$ cat src/rtl/axi_rarb_pkg.sv
// Shared types and helpers for the AXI4 read-path arbiter.
// Build option AXI_RARB_TIMEOUT_EN enables the R-beat watchdog (TOUT state) in axi_read_arbiter.
package axi_rarb_pkg;

  typedef enum logic [1:0] {
    StIdle = 2'd0,
    StAddr = 2'd1,
    StData = 2'd2,
    StTout = 2'd3
  } rarb_state_e;

  localparam logic [1:0] RespOkay   = 2'b00;
  localparam logic [1:0] RespSlverr = 2'b10;

  // Width of an index into n requesters; never narrower than one bit.
  function automatic int unsigned idx_width(int unsigned n);
    return (n > 1) ? $clog2(n) : 1;
  endfunction

endpackage

$ cat src/rtl/axi_read_arbiter_if.sv
// AR/R bus bundle for axi_read_arbiter: packed per-master request side plus the shared slave side.
// Modports: arb (the arbiter), master (requesters' view), slave (downstream slave mux view).
interface axi_read_arbiter_if #(
  parameter int unsigned NUM_MASTERS = 4,
  parameter int unsigned DATA_WIDTH  = 32,
  parameter int unsigned ADDR_WIDTH  = 32,
  parameter int unsigned ID_WIDTH    = 1
);

  logic [NUM_MASTERS*ADDR_WIDTH-1:0] m_ARADDR;
  logic [NUM_MASTERS*ID_WIDTH-1:0]   m_ARID;
  logic [NUM_MASTERS*8-1:0]          m_ARLEN;
  logic [NUM_MASTERS*3-1:0]          m_ARSIZE;
  logic [NUM_MASTERS*2-1:0]          m_ARBURST;
  logic [NUM_MASTERS-1:0]            m_ARVALID;
  logic [NUM_MASTERS-1:0]            m_ARREADY;
  logic [ID_WIDTH-1:0]               m_RID;
  logic [DATA_WIDTH-1:0]             m_RDATA;
  logic [1:0]                        m_RRESP;
  logic                              m_RLAST;
  logic [NUM_MASTERS-1:0]            m_RVALID;
  logic [NUM_MASTERS-1:0]            m_RREADY;

  logic [ADDR_WIDTH-1:0]             s_ARADDR;
  logic [ID_WIDTH-1:0]               s_ARID;
  logic [7:0]                        s_ARLEN;
  logic [2:0]                        s_ARSIZE;
  logic [1:0]                        s_ARBURST;
  logic                              s_ARVALID;
  logic                              s_ARREADY;
  logic [ID_WIDTH-1:0]               s_RID;
  logic [DATA_WIDTH-1:0]             s_RDATA;
  logic [1:0]                        s_RRESP;
  logic                              s_RLAST;
  logic                              s_RVALID;
  logic                              s_RREADY;

  modport arb (
    input  m_ARADDR, m_ARID, m_ARLEN, m_ARSIZE, m_ARBURST, m_ARVALID, m_RREADY,
    output m_ARREADY, m_RID, m_RDATA, m_RRESP, m_RLAST, m_RVALID,
    output s_ARADDR, s_ARID, s_ARLEN, s_ARSIZE, s_ARBURST, s_ARVALID, s_RREADY,
    input  s_ARREADY, s_RID, s_RDATA, s_RRESP, s_RLAST, s_RVALID
  );

  modport master (
    output m_ARADDR, m_ARID, m_ARLEN, m_ARSIZE, m_ARBURST, m_ARVALID, m_RREADY,
    input  m_ARREADY, m_RID, m_RDATA, m_RRESP, m_RLAST, m_RVALID
  );

  modport slave (
    input  s_ARADDR, s_ARID, s_ARLEN, s_ARSIZE, s_ARBURST, s_ARVALID, s_RREADY,
    output s_ARREADY, s_RID, s_RDATA, s_RRESP, s_RLAST, s_RVALID
  );

endinterface

$ cat src/rtl/axi_rr_picker.sv
// Combinational round-robin picker: first set request scanning upward from last_i+1 with wrap.
// Output is one-hot, or zero when no request is set.
module axi_rr_picker
  import axi_rarb_pkg::*;
#(
  parameter int unsigned NumReq = 4,
  parameter int unsigned IdxW   = idx_width(NumReq)
) (
  input  logic [NumReq-1:0] req_i,
  input  logic [IdxW-1:0]   last_i,
  output logic [NumReq-1:0] pick_o
);

  logic            found;
  logic [IdxW-1:0] idx;
  int unsigned     pos;

  always_comb begin
    pick_o = '0;
    found  = 1'b0;
    idx    = '0;
    pos    = 0;
    for (int unsigned off = 1; off <= NumReq; off++) begin
      pos = (32'(last_i) + off) % NumReq;
      idx = IdxW'(pos);
      if (!found && req_i[idx]) begin
        pick_o[idx] = 1'b1;
        found       = 1'b1;
      end
    end
  end

endmodule

$ cat src/rtl/axi_read_arbiter.sv
// Round-robin arbiter sharing one AXI4 read path; grant held from AR handshake to RLAST handshake.
// Define AXI_RARB_TIMEOUT_EN to add the R-beat watchdog that answers a stuck burst with SLVERR.
module axi_read_arbiter
  import axi_rarb_pkg::*;
#(
  parameter int unsigned NUM_MASTERS    = 4,
  parameter int unsigned DATA_WIDTH     = 32,
  parameter int unsigned ADDR_WIDTH     = 32,
  parameter int unsigned ID_WIDTH       = 1,
  parameter int unsigned TIMEOUT_CYCLES = 256
) (
  input  logic                   ACLK,
  input  logic                   ARESETn,
  axi_read_arbiter_if.arb        bus,
  output logic [NUM_MASTERS-1:0] grant_o,
  output logic                   busy_o
);

  localparam int unsigned IdxW = idx_width(NUM_MASTERS);

  rarb_state_e            state_q, state_d;
  logic [NUM_MASTERS-1:0] grant_q, grant_d;
  logic [IdxW-1:0]        last_q, last_d;
  logic [IdxW-1:0]        owner;
  logic [NUM_MASTERS-1:0] pick;

  logic                   s_arvalid;
  logic [ADDR_WIDTH-1:0]  s_araddr;
  logic [ID_WIDTH-1:0]    s_arid;
  logic [7:0]             s_arlen;
  logic [2:0]             s_arsize;
  logic [1:0]             s_arburst;
  logic                   s_rready;
  logic [NUM_MASTERS-1:0] m_arready;
  logic [NUM_MASTERS-1:0] m_rvalid;
  logic [ID_WIDTH-1:0]    m_rid;
  logic [DATA_WIDTH-1:0]  m_rdata;
  logic [1:0]             m_rresp;
  logic                   m_rlast;

`ifdef AXI_RARB_TIMEOUT_EN
  localparam int unsigned WdW = $clog2(TIMEOUT_CYCLES + 1);
  logic [WdW-1:0]      wd_q, wd_d;
  logic [ID_WIDTH-1:0] arid_q, arid_d;
`else
  logic unused_timeout;
  assign unused_timeout = ^TIMEOUT_CYCLES;
`endif

  axi_rr_picker #(
    .NumReq (NUM_MASTERS),
    .IdxW   (IdxW)
  ) u_picker (
    .req_i  (bus.m_ARVALID),
    .last_i (last_q),
    .pick_o (pick)
  );

  // Owner index decoded from the registered one-hot grant only.
  always_comb begin
    owner = '0;
    for (int unsigned i = 0; i < NUM_MASTERS; i++) begin
      if (grant_q[i]) owner = IdxW'(i);
    end
  end

  always_comb begin
    state_d   = state_q;
    grant_d   = grant_q;
    last_d    = last_q;
    s_arvalid = 1'b0;
    s_araddr  = '0;
    s_arid    = '0;
    s_arlen   = '0;
    s_arsize  = '0;
    s_arburst = '0;
    s_rready  = 1'b0;
    m_arready = '0;
    m_rvalid  = '0;
    m_rid     = '0;
    m_rdata   = '0;
    m_rresp   = RespOkay;
    m_rlast   = 1'b0;
`ifdef AXI_RARB_TIMEOUT_EN
    wd_d      = wd_q;
    arid_d    = arid_q;
`endif
    unique case (state_q)
      StIdle: begin
        if (|bus.m_ARVALID) begin
          grant_d = pick;
          state_d = StAddr;
        end
      end
      StAddr: begin
        s_arvalid = bus.m_ARVALID[owner];
        s_araddr  = bus.m_ARADDR[owner*ADDR_WIDTH +: ADDR_WIDTH];
        s_arid    = bus.m_ARID[owner*ID_WIDTH +: ID_WIDTH];
        s_arlen   = bus.m_ARLEN[owner*8 +: 8];
        s_arsize  = bus.m_ARSIZE[owner*3 +: 3];
        s_arburst = bus.m_ARBURST[owner*2 +: 2];
        m_arready = grant_q & {NUM_MASTERS{bus.s_ARREADY}};
        if (s_arvalid && bus.s_ARREADY) begin
          state_d = StData;
`ifdef AXI_RARB_TIMEOUT_EN
          wd_d    = '0;
          arid_d  = s_arid;
`endif
        end
      end
      StData: begin
        s_rready = bus.m_RREADY[owner];
        m_rvalid = grant_q & {NUM_MASTERS{bus.s_RVALID}};
        m_rid    = bus.s_RID;
        m_rdata  = bus.s_RDATA;
        m_rresp  = bus.s_RRESP;
        m_rlast  = bus.s_RLAST;
        if (bus.s_RVALID && s_rready && bus.s_RLAST) begin
          state_d = StIdle;
          last_d  = owner;
          grant_d = '0;
        end
`ifdef AXI_RARB_TIMEOUT_EN
        else if (bus.s_RVALID && s_rready) begin
          wd_d = '0;
        end else begin
          wd_d = wd_q + 1'b1;
          if (wd_d == WdW'(TIMEOUT_CYCLES)) state_d = StTout;
        end
`endif
      end
`ifdef AXI_RARB_TIMEOUT_EN
      // Synthesised error response; the slave's late beats are left unacknowledged.
      StTout: begin
        m_rvalid = grant_q;
        m_rresp  = RespSlverr;
        m_rlast  = 1'b1;
        m_rid    = arid_q;
        if (bus.m_RREADY[owner]) begin
          state_d = StIdle;
          last_d  = owner;
          grant_d = '0;
        end
      end
`endif
      default: state_d = StIdle;
    endcase
  end

  always_ff @(posedge ACLK or negedge ARESETn) begin
    if (!ARESETn) begin
      state_q <= StIdle;
      grant_q <= '0;
      last_q  <= IdxW'(NUM_MASTERS - 1);
    end else begin
      state_q <= state_d;
      grant_q <= grant_d;
      last_q  <= last_d;
    end
  end

`ifdef AXI_RARB_TIMEOUT_EN
  always_ff @(posedge ACLK or negedge ARESETn) begin
    if (!ARESETn) begin
      wd_q   <= '0;
      arid_q <= '0;
    end else begin
      wd_q   <= wd_d;
      arid_q <= arid_d;
    end
  end
`endif

  assign bus.s_ARVALID = s_arvalid;
  assign bus.s_ARADDR  = s_araddr;
  assign bus.s_ARID    = s_arid;
  assign bus.s_ARLEN   = s_arlen;
  assign bus.s_ARSIZE  = s_arsize;
  assign bus.s_ARBURST = s_arburst;
  assign bus.s_RREADY  = s_rready;
  assign bus.m_ARREADY = m_arready;
  assign bus.m_RVALID  = m_rvalid;
  assign bus.m_RID     = m_rid;
  assign bus.m_RDATA   = m_rdata;
  assign bus.m_RRESP   = m_rresp;
  assign bus.m_RLAST   = m_rlast;

  assign grant_o = grant_q;
  assign busy_o  = (state_q != StIdle);

endmodule

$ cat src/flat_wrapper.sv
// flat-port wrapper written by rule: the top's interface ports become plain ports
module axi_read_arbiter_flat import axi_rarb_pkg::*;
#(
  parameter int unsigned NUM_MASTERS    = 4,
  parameter int unsigned DATA_WIDTH     = 32,
  parameter int unsigned ADDR_WIDTH     = 32,
  parameter int unsigned ID_WIDTH       = 1,
  parameter int unsigned TIMEOUT_CYCLES = 256
)
  (ACLK, ARESETn, grant_o, busy_o, bus_m_ARADDR, bus_m_ARID, bus_m_ARLEN, bus_m_ARSIZE, bus_m_ARBURST, bus_m_ARVALID, bus_m_RREADY, bus_m_ARREADY, bus_m_RID, bus_m_RDATA, bus_m_RRESP, bus_m_RLAST, bus_m_RVALID, bus_s_ARADDR, bus_s_ARID, bus_s_ARLEN, bus_s_ARSIZE, bus_s_ARBURST, bus_s_ARVALID, bus_s_RREADY, bus_s_ARREADY, bus_s_RID, bus_s_RDATA, bus_s_RRESP, bus_s_RLAST, bus_s_RVALID);
  axi_read_arbiter_if #(.NUM_MASTERS(NUM_MASTERS), .DATA_WIDTH(DATA_WIDTH), .ADDR_WIDTH(ADDR_WIDTH), .ID_WIDTH(ID_WIDTH)) bus_i ();
  input  logic ACLK;
  input  logic ARESETn;
  output logic [NUM_MASTERS-1:0] grant_o;
  output logic busy_o;
  input wire logic [$bits(bus_i.m_ARADDR)-1:0] bus_m_ARADDR;
  input wire logic [$bits(bus_i.m_ARID)-1:0] bus_m_ARID;
  input wire logic [$bits(bus_i.m_ARLEN)-1:0] bus_m_ARLEN;
  input wire logic [$bits(bus_i.m_ARSIZE)-1:0] bus_m_ARSIZE;
  input wire logic [$bits(bus_i.m_ARBURST)-1:0] bus_m_ARBURST;
  input wire logic [$bits(bus_i.m_ARVALID)-1:0] bus_m_ARVALID;
  input wire logic [$bits(bus_i.m_RREADY)-1:0] bus_m_RREADY;
  output wire logic [$bits(bus_i.m_ARREADY)-1:0] bus_m_ARREADY;
  output wire logic [$bits(bus_i.m_RID)-1:0] bus_m_RID;
  output wire logic [$bits(bus_i.m_RDATA)-1:0] bus_m_RDATA;
  output wire logic [$bits(bus_i.m_RRESP)-1:0] bus_m_RRESP;
  output wire logic [$bits(bus_i.m_RLAST)-1:0] bus_m_RLAST;
  output wire logic [$bits(bus_i.m_RVALID)-1:0] bus_m_RVALID;
  output wire logic [$bits(bus_i.s_ARADDR)-1:0] bus_s_ARADDR;
  output wire logic [$bits(bus_i.s_ARID)-1:0] bus_s_ARID;
  output wire logic [$bits(bus_i.s_ARLEN)-1:0] bus_s_ARLEN;
  output wire logic [$bits(bus_i.s_ARSIZE)-1:0] bus_s_ARSIZE;
  output wire logic [$bits(bus_i.s_ARBURST)-1:0] bus_s_ARBURST;
  output wire logic [$bits(bus_i.s_ARVALID)-1:0] bus_s_ARVALID;
  output wire logic [$bits(bus_i.s_RREADY)-1:0] bus_s_RREADY;
  input wire logic [$bits(bus_i.s_ARREADY)-1:0] bus_s_ARREADY;
  input wire logic [$bits(bus_i.s_RID)-1:0] bus_s_RID;
  input wire logic [$bits(bus_i.s_RDATA)-1:0] bus_s_RDATA;
  input wire logic [$bits(bus_i.s_RRESP)-1:0] bus_s_RRESP;
  input wire logic [$bits(bus_i.s_RLAST)-1:0] bus_s_RLAST;
  input wire logic [$bits(bus_i.s_RVALID)-1:0] bus_s_RVALID;
  assign bus_i.m_ARADDR = bus_m_ARADDR;
  assign bus_i.m_ARID = bus_m_ARID;
  assign bus_i.m_ARLEN = bus_m_ARLEN;
  assign bus_i.m_ARSIZE = bus_m_ARSIZE;
  assign bus_i.m_ARBURST = bus_m_ARBURST;
  assign bus_i.m_ARVALID = bus_m_ARVALID;
  assign bus_i.m_RREADY = bus_m_RREADY;
  assign bus_m_ARREADY = bus_i.m_ARREADY;
  assign bus_m_RID = bus_i.m_RID;
  assign bus_m_RDATA = bus_i.m_RDATA;
  assign bus_m_RRESP = bus_i.m_RRESP;
  assign bus_m_RLAST = bus_i.m_RLAST;
  assign bus_m_RVALID = bus_i.m_RVALID;
  assign bus_s_ARADDR = bus_i.s_ARADDR;
  assign bus_s_ARID = bus_i.s_ARID;
  assign bus_s_ARLEN = bus_i.s_ARLEN;
  assign bus_s_ARSIZE = bus_i.s_ARSIZE;
  assign bus_s_ARBURST = bus_i.s_ARBURST;
  assign bus_s_ARVALID = bus_i.s_ARVALID;
  assign bus_s_RREADY = bus_i.s_RREADY;
  assign bus_i.s_ARREADY = bus_s_ARREADY;
  assign bus_i.s_RID = bus_s_RID;
  assign bus_i.s_RDATA = bus_s_RDATA;
  assign bus_i.s_RRESP = bus_s_RRESP;
  assign bus_i.s_RLAST = bus_s_RLAST;
  assign bus_i.s_RVALID = bus_s_RVALID;
  axi_read_arbiter #(.NUM_MASTERS(NUM_MASTERS), .DATA_WIDTH(DATA_WIDTH), .ADDR_WIDTH(ADDR_WIDTH), .ID_WIDTH(ID_WIDTH), .TIMEOUT_CYCLES(TIMEOUT_CYCLES)) u_core (.ACLK(ACLK), .ARESETn(ARESETn), .bus(bus_i), .grant_o(grant_o), .busy_o(busy_o));
endmodule
$ cat config.mk
export PLATFORM = sky130hd
export DESIGN_NAME = axi_read_arbiter_flat
export DESIGN_NICKNAME = d
export VERILOG_FILES = /design/src/rtl/axi_rarb_pkg.sv /design/src/rtl/axi_read_arbiter_if.sv /design/src/rtl/axi_rr_picker.sv /design/src/rtl/axi_read_arbiter.sv /design/src/flat_wrapper.sv
export SDC_FILE = /design/constraint.sdc
export NUM_CORES = 1
export LEC_CHECK = 0
export BUFFER_PORTS_ARGS = -buffer_cell sky130_fd_sc_hd__clkbuf_2
export CAP_MARGIN = 20
export CORE_AREA = 2 2 127 129
export DETAILED_ROUTE_END_ITERATION = 16
export DIE_AREA = 0 0 129 131
export HOLD_SLACK_MARGIN = 0.1
export PLACE_DENSITY_LB_ADDON = 0.1
export SKIP_LAST_GASP = 1
export SYNTH_ARGS = -nofsm -noshare
export SYNTH_HDL_FRONTEND = slang
export SYNTH_SLANG_ARGS = --single-unit
$ cat constraint.sdc
create_clock -name ACLK -period 4.46 [get_ports ACLK]
set_input_delay 0.669 -clock ACLK [delete_from_list [all_inputs] [get_ports ACLK]]
set_output_delay 0.669 -clock ACLK [all_outputs]
set_load 0.01 [all_outputs]
# Yosys cells after proc, flatten, opt, wreduce, memory -nomap -nowiden
# Index checks and enable logic that the tools add are counted.
# word_totals
word_cells	102
latchBits	0
out_inout_bits	97
ramBits	0
rom_bits	0
input_bits	232
regBits	8
mem_count	0
# op_classes
n_reduce_logical	20
mux	50
order_cmp	9
bitwise	5
addsub	4
n_shift	5
div_mod_pow	0
mul	1
eq_ne	5
# ops
operator	count
indexed part select 128 x 8 -> 32 bit	1
2-to-1 mux 32 bit	2
2-to-1 mux 4 bit	8
indexed part select 32 x 6 -> 8 bit	1
2-to-1 mux 1 bit	19
< comparator 2 x 3 -> 1 bit, second input constant	5
2-to-1 mux 2 bit	7
binary-select mux 1 bit (select 2 bit)	6
OR 4 bit	3
indexed part select 12 x 5 -> 3 bit	1
logical AND 1 bit	10
bitwise AND 4 bit	2
demux 1 bit (select 2 bit)	4
greater-or-equal comparator 2 x 1 -> 1 bit, second input constant	4
2-to-1 mux 8 bit	1
one-hot mux 4 bit (2 select lines)	1
indexed part select 8 x 4 -> 2 bit	1
inequality test 2 x 1 -> 1 bit, second input constant	3
one-hot mux 2 bit (3 select lines)	1
AND reduction 3 bit	2
adder 2 x 1 -> 2 bit, second input constant	2
adder 2 bit, second input constant	2
multiplier 2 x 2 -> 4 bit, second input constant	1
nonzero test 2 bit	2
8 further kinds	10

# Logic depth before layout (Yosys ltp)
# depth
word_depth	15
mapped_depth	8
mapped_depth_nobuf	7

# Modules after synthesis
# Synthesis repeated with hierarchy kept, for this count alone.
# unflattened
hier_cells	393
area_unflattened_um2	2713.9
# modules_own_cells
module	instances	cells_each	seq_area_each_um2	area_per_inst_um2
axi_read_arbiter	1	355	202.7	2356.0
axi_rr_picker	1	38	0.0	357.8

# Worst setup path before layout
# OpenSTA, ideal clock, no wires.
# synth_path
path_kind	register to register
start	reg u_core.last_q[1]
end	reg u_core.grant_q[0] (netlist: u_core.grant_o[0])
path_stages_with_launch	9
t_arrival_ns	2.177
setup_time_ns	0.126
path_slack_ns	2.157
synth_period_minus_slack_ns	2.303
path_buffers	1
path_cell_list	dfstp_2 -> buf_2 -> inv_1 -> ha_1 -> mux2_2 -> mux2_2 -> nand2_1 -> a31oi_1 -> a221o_1
# synth_between
elab_chain_len	15
word_cells_on_any_way	50
cone_classes	add/sub: 4; order compare: 8; mux: 25; bitwise: 3; reduce/logical: 10
# synth_rtl
item	line_no	text
from (decl)	axi_read_arbiter.sv:23	logic [IdxW-1:0] last_q, last_d;
from (signal assigned)	axi_read_arbiter.sv:154	last_q <= IdxW'(NUM_MASTERS - 1);
from (signal assigned)	axi_read_arbiter.sv:158	last_q <= last_d;
branches (longest 12 deep; another with < comparator 2 x 3 -> 1 bit)	--	
2-to-1 mux 4 bit *	axi_rr_picker.sv:26	if (!found && req_i[idx]) begin
2-to-1 mux 4 bit *	axi_read_arbiter.sv:90	if (|bus.m_ARVALID) begin
one-hot mux 4 bit (2 select lines) *	axi_read_arbiter.sv:88	unique case (state_q)
to (signal assigned)	axi_read_arbiter.sv:157	grant_q <= grant_d;
to (decl)	axi_read_arbiter.sv:22	logic [NUM_MASTERS-1:0] grant_q, grant_d;
# Every way passes the cells marked *. The select of a mux whose other input is x is not followed.
# A chain may end at the register's enable or synchronous reset.

# Worst setup path in the final report
# layout_path
start	reg u_core.grant_q[1] (netlist: u_core.grant_o[1])
end	out bus_s_ARADDR[23]
# layout_between
elab_chain_len	5
# layout_rtl
item	line_no	text
2-to-1 mux 1 bit	axi_read_arbiter.sv:63	if (grant_q[i]) owner = IdxW'(i);
2-to-1 mux 2 bit (2 in series)	axi_read_arbiter.sv:63	
indexed part select 128 x 8 -> 32 bit	axi_read_arbiter.sv:97	s_araddr = bus.m_ARADDR[owner*ADDR_WIDTH +: ADDR_WIDTH];
2-to-1 mux 32 bit	axi_read_arbiter.sv:88	
to (decl)	flat_wrapper.sv:29	output wire logic [$bits(bus_i.s_ARADDR)-1:0] bus_s_ARADDR;
# No other way between the ends.

==> run_results.csv <==
group,metric,value,unit
sta,setup_viol,0,
routing,drt_iter0_drc,161,
yosys,yosys.cell_types.count,34,
placed_design,place_hpwl,11230,um
sta,hold_viol_final,0,
critical_path,start_kind,"flop",
final_layout,fillCellCount,1767,
yosys,synthArstFlopShare,1.000,
final_layout,syn_to_final_growth,65.17,%
status,status,"finished clean",
final_layout,stdcell_count,962,
critical_path,critPathKind,"flop to primary output",
flow_run,maxCapViolCount,0,
grt,overflow,0,
floorplanning,die_w,129,um
sta,setup-tns-final,0,ns
floorplanning,pin_count,329,
yosys,synth_compound_area_frac,0.2424,
clocking,clock-sinks,8,
sta,grt_setup_unrepaired,"false",
clocking,clk_path_buf_depth,2,
yosys,synthMuxAreaShare,0.1981,
clocking,clock_latency,0.23,ns
worst_hold_path,hold_class,"input port to async pin",
sta,skew,0.004521,ns
yosys,synth_edf_count,0,
yosys,netlist_instances,453,
routing,first_pass_iters,5,
sta,slew_headroom,0.3723,
floorplanning,dieArea,16900,sq um
sta,final.period_utilization,0.7107,
floorplanning,core,15600,sq um
yosys,synth_area,2849,sq um
clocking,cts_tree,"built",
floorplanning,die_h,131,um
sta,fmax,315.5,MHz
critical_path,worst-path-max-fanout,30,
final_layout,finalInstanceArea,4706,sq um
power,power_density,456.2,nW/um^2
yosys,yosysSeqAreaShare,0.07115,
sta,hold_slack,0.2780,ns
yosys,synth_nets,693,
routing,viasPerCell,4.417,
clocking,cts_made_buffers,3,
yosys,synth_area_leaders,"mux2i_1, nand2_1, nand2b_1",
power,cellLeakagePower,2.505,nW
critical_path,crit_required,3.79,ns
grt,grt_max_degree,57,
clocking,cts_resized,0,
clocking,htree_num_levels,1,
final_layout,drive_gt1_frac,0.4678,
placed_design,portBuffers,328,
yosys,ys_warn_count,0,
sta,finalMaxSlewViolations,0,
yosys,ys_ff_latch,8,
yosys,synth_xor_area_frac,0,
sta,tightest_slew,0.9416,ns
sta,period_minus_slack,3.170,ns
grt,grt_pass1_wl,20050,um
power,irDropWorstVdd,167.7,uV
floorplanning,start_util,0.1827,
grt,antenna_found_initial,0,
yosys,synth_fa_ha_area_frac,0.03513,
grt,grt_util_all_layers,0.1487,
routing,drcViolationCount,0,
final_layout,antenna_cells,0,
yosys,synth_top_area_frac,0.1862,
placed_design,place_inst,957,
yosys,synthSimpleGateAreaFrac,0.3759,
critical_path,end_kind,"primary output",
critical_path,critical_path_arrival,2.50,ns
routing,wl,14140,um
clocking,hold_buffers,0,
placed_design,gp_congestion,0.7922,
floorplanning,num_rows,46,
routing,ant_nets,0,
clocking,clk_root_buffer_cell,"clkbuf_16",
final_layout,nets,987,
grt,grt_pass1_vias,3930,
yosys,synth_ff_type,"dfrtp_1",
clocking,clk_pin_slew,0.04,ns
clocking,cts_setup_buffers,0,
routing,vias,4249,
yosys,synth_area_leader_cell,"mux2i_1",
yosys,synth_top_family_by_area,"simple AND/OR/NAND/NOR gates",
placed_design,place_area,4602,sq um
routing,routedWlPerCell,14.70,um
yosys,avgSynthCellArea,6.289,sq um
synthesized netlist by cell type, types with 4 or more instances:
cell type   n
inv_1       6
buf_2      11
buf_1       7
mux2i_1    53
clkbuf_1   22
dfrtp_1     6
and3_1      8
ha_1        8
nand2b_1   47
and2_1     38
a221o_1     4
o21ai_0    52
nor2_1      6
o211ai_1    4
nand2_1    98
a31oi_1     5
a21oi_1    48
worst max-delay path, stage by stage, from the launching register on:
cell and delay (ns):
dfrtp_2 0.97, buf_4 0.54, mux2i_1 0.12, o21ai_0 0.17, nand2b_1 0.08, a21oi_1 0.20, clkbuf_2 0.17
metal layers:
layer | wire [um] | track usage | vias up | share of wire
met5 | 0 | 0 | - | 0
met4 | 184 | 0.02621 | 0 | 0.013
met1 | 5417 | 0.1650 | 1899 | 0.38
met3 | 1024 | 0.02280 | 14 | 0.072
li1 | - | - | 2123 | -
met2 | 7511 | 0.2997 | 213 | 0.53
report_power, final:
group / internal (mW) / switching [mW] / leakage (nW) / total (mW)
sequential: 0.111 / 0.171 / 0.0935 / 0.282
combinational: 0.754 / 0.954 / 2.37 / 1.71
clock: 0.119 / 0.0375 / 0.0382 / 0.157
path summary, 6_finish.rpt:
| kind | startpoint | to | slack, ns | cells after the start |
|---|---|---|---|---|
| min in group ACLK | u_core.grant_o[0] | u_core.grant_o[0] | 0.60 | 1 |
| worst max-delay path | u_core.grant_o[1] | bus_s_ARADDR[23] | 1.29 | 6 |
| worst min-delay path | ARESETn | u_core.grant_o[0] | 0.28 | 1 |
| worst max register to register | u_core.last_q[0] | u_core.grant_o[0] | 1.92 | 7 |
| max in group asynchronous | ARESETn | u_core.last_q[1] | 3.93 | 1 |
| worst min register to register | u_core.grant_o[0] | u_core.grant_o[0] | 0.60 | 1 |
layout by cell type, fill, tap and decap left out, drive strengths merged, types with 6 or more instances in the layout:
| cell type | synthesis | routed |
|---|---|---|
| a21oi | 48 | 48 |
| mux2i | 53 | 53 |
| clkbuf | 22 | 332 |
| nand2 | 98 | 98 |
| o21ai | 53 | 53 |
| dfrtp | 6 | 6 |
| ha | 8 | 8 |
| nand2b | 47 | 47 |
| inv | 6 | 6 |
| nor2 | 6 | 6 |
| and3 | 8 | 8 |
| and2 | 38 | 38 |
| a31oi | 6 | 6 |
registers in the layout, indices dropped and copies added (netlist names):
signal          count
u_core.grant_o      4
u_core.last_q       2
u_core.state_q      2
stage by stage:
| stage | utilization | power [mW] | setup WS (ns) |
|---|---|---|---|
| after floorplan | - | 1.320 | 2.157 |
| after global routing | 0.3017 | 2.354 | 1.086 |
| final | 0.3017 | 2.147 | 1.290 |
| after detailed placement | 0.2950 | 1.978 | 1.499 |
| after global placement | 0.2950 | 1.978 | 1.542 |
| after CTS | 0.3001 | 2.145 | 1.243 |
layout make-up:
| class | count | area, sq um | share of cell area |
|---|---|---|---|
| Clock buffer | 4 | 78.83 | 0.01675 |
| Sequential cell | 8 | 206.4 | 0.04387 |
| Tap cell | 216 | 270.3 | 0.05743 |
| Multi-Input combinational cell | 395 | 2436 | 0.5177 |
| Timing Repair Buffer | 333 | 1692 | 0.3595 |
| Inverter | 6 | 22.52 | 0.004786 |
logic make-up after synthesis:
kind of cell	Yosys count
compound gates	120
fa+ha+maj	8
buf+inv	50
flops	8
mux	56
simple gates	211
No activity file was read; power rests on OpenSTA's default activity.
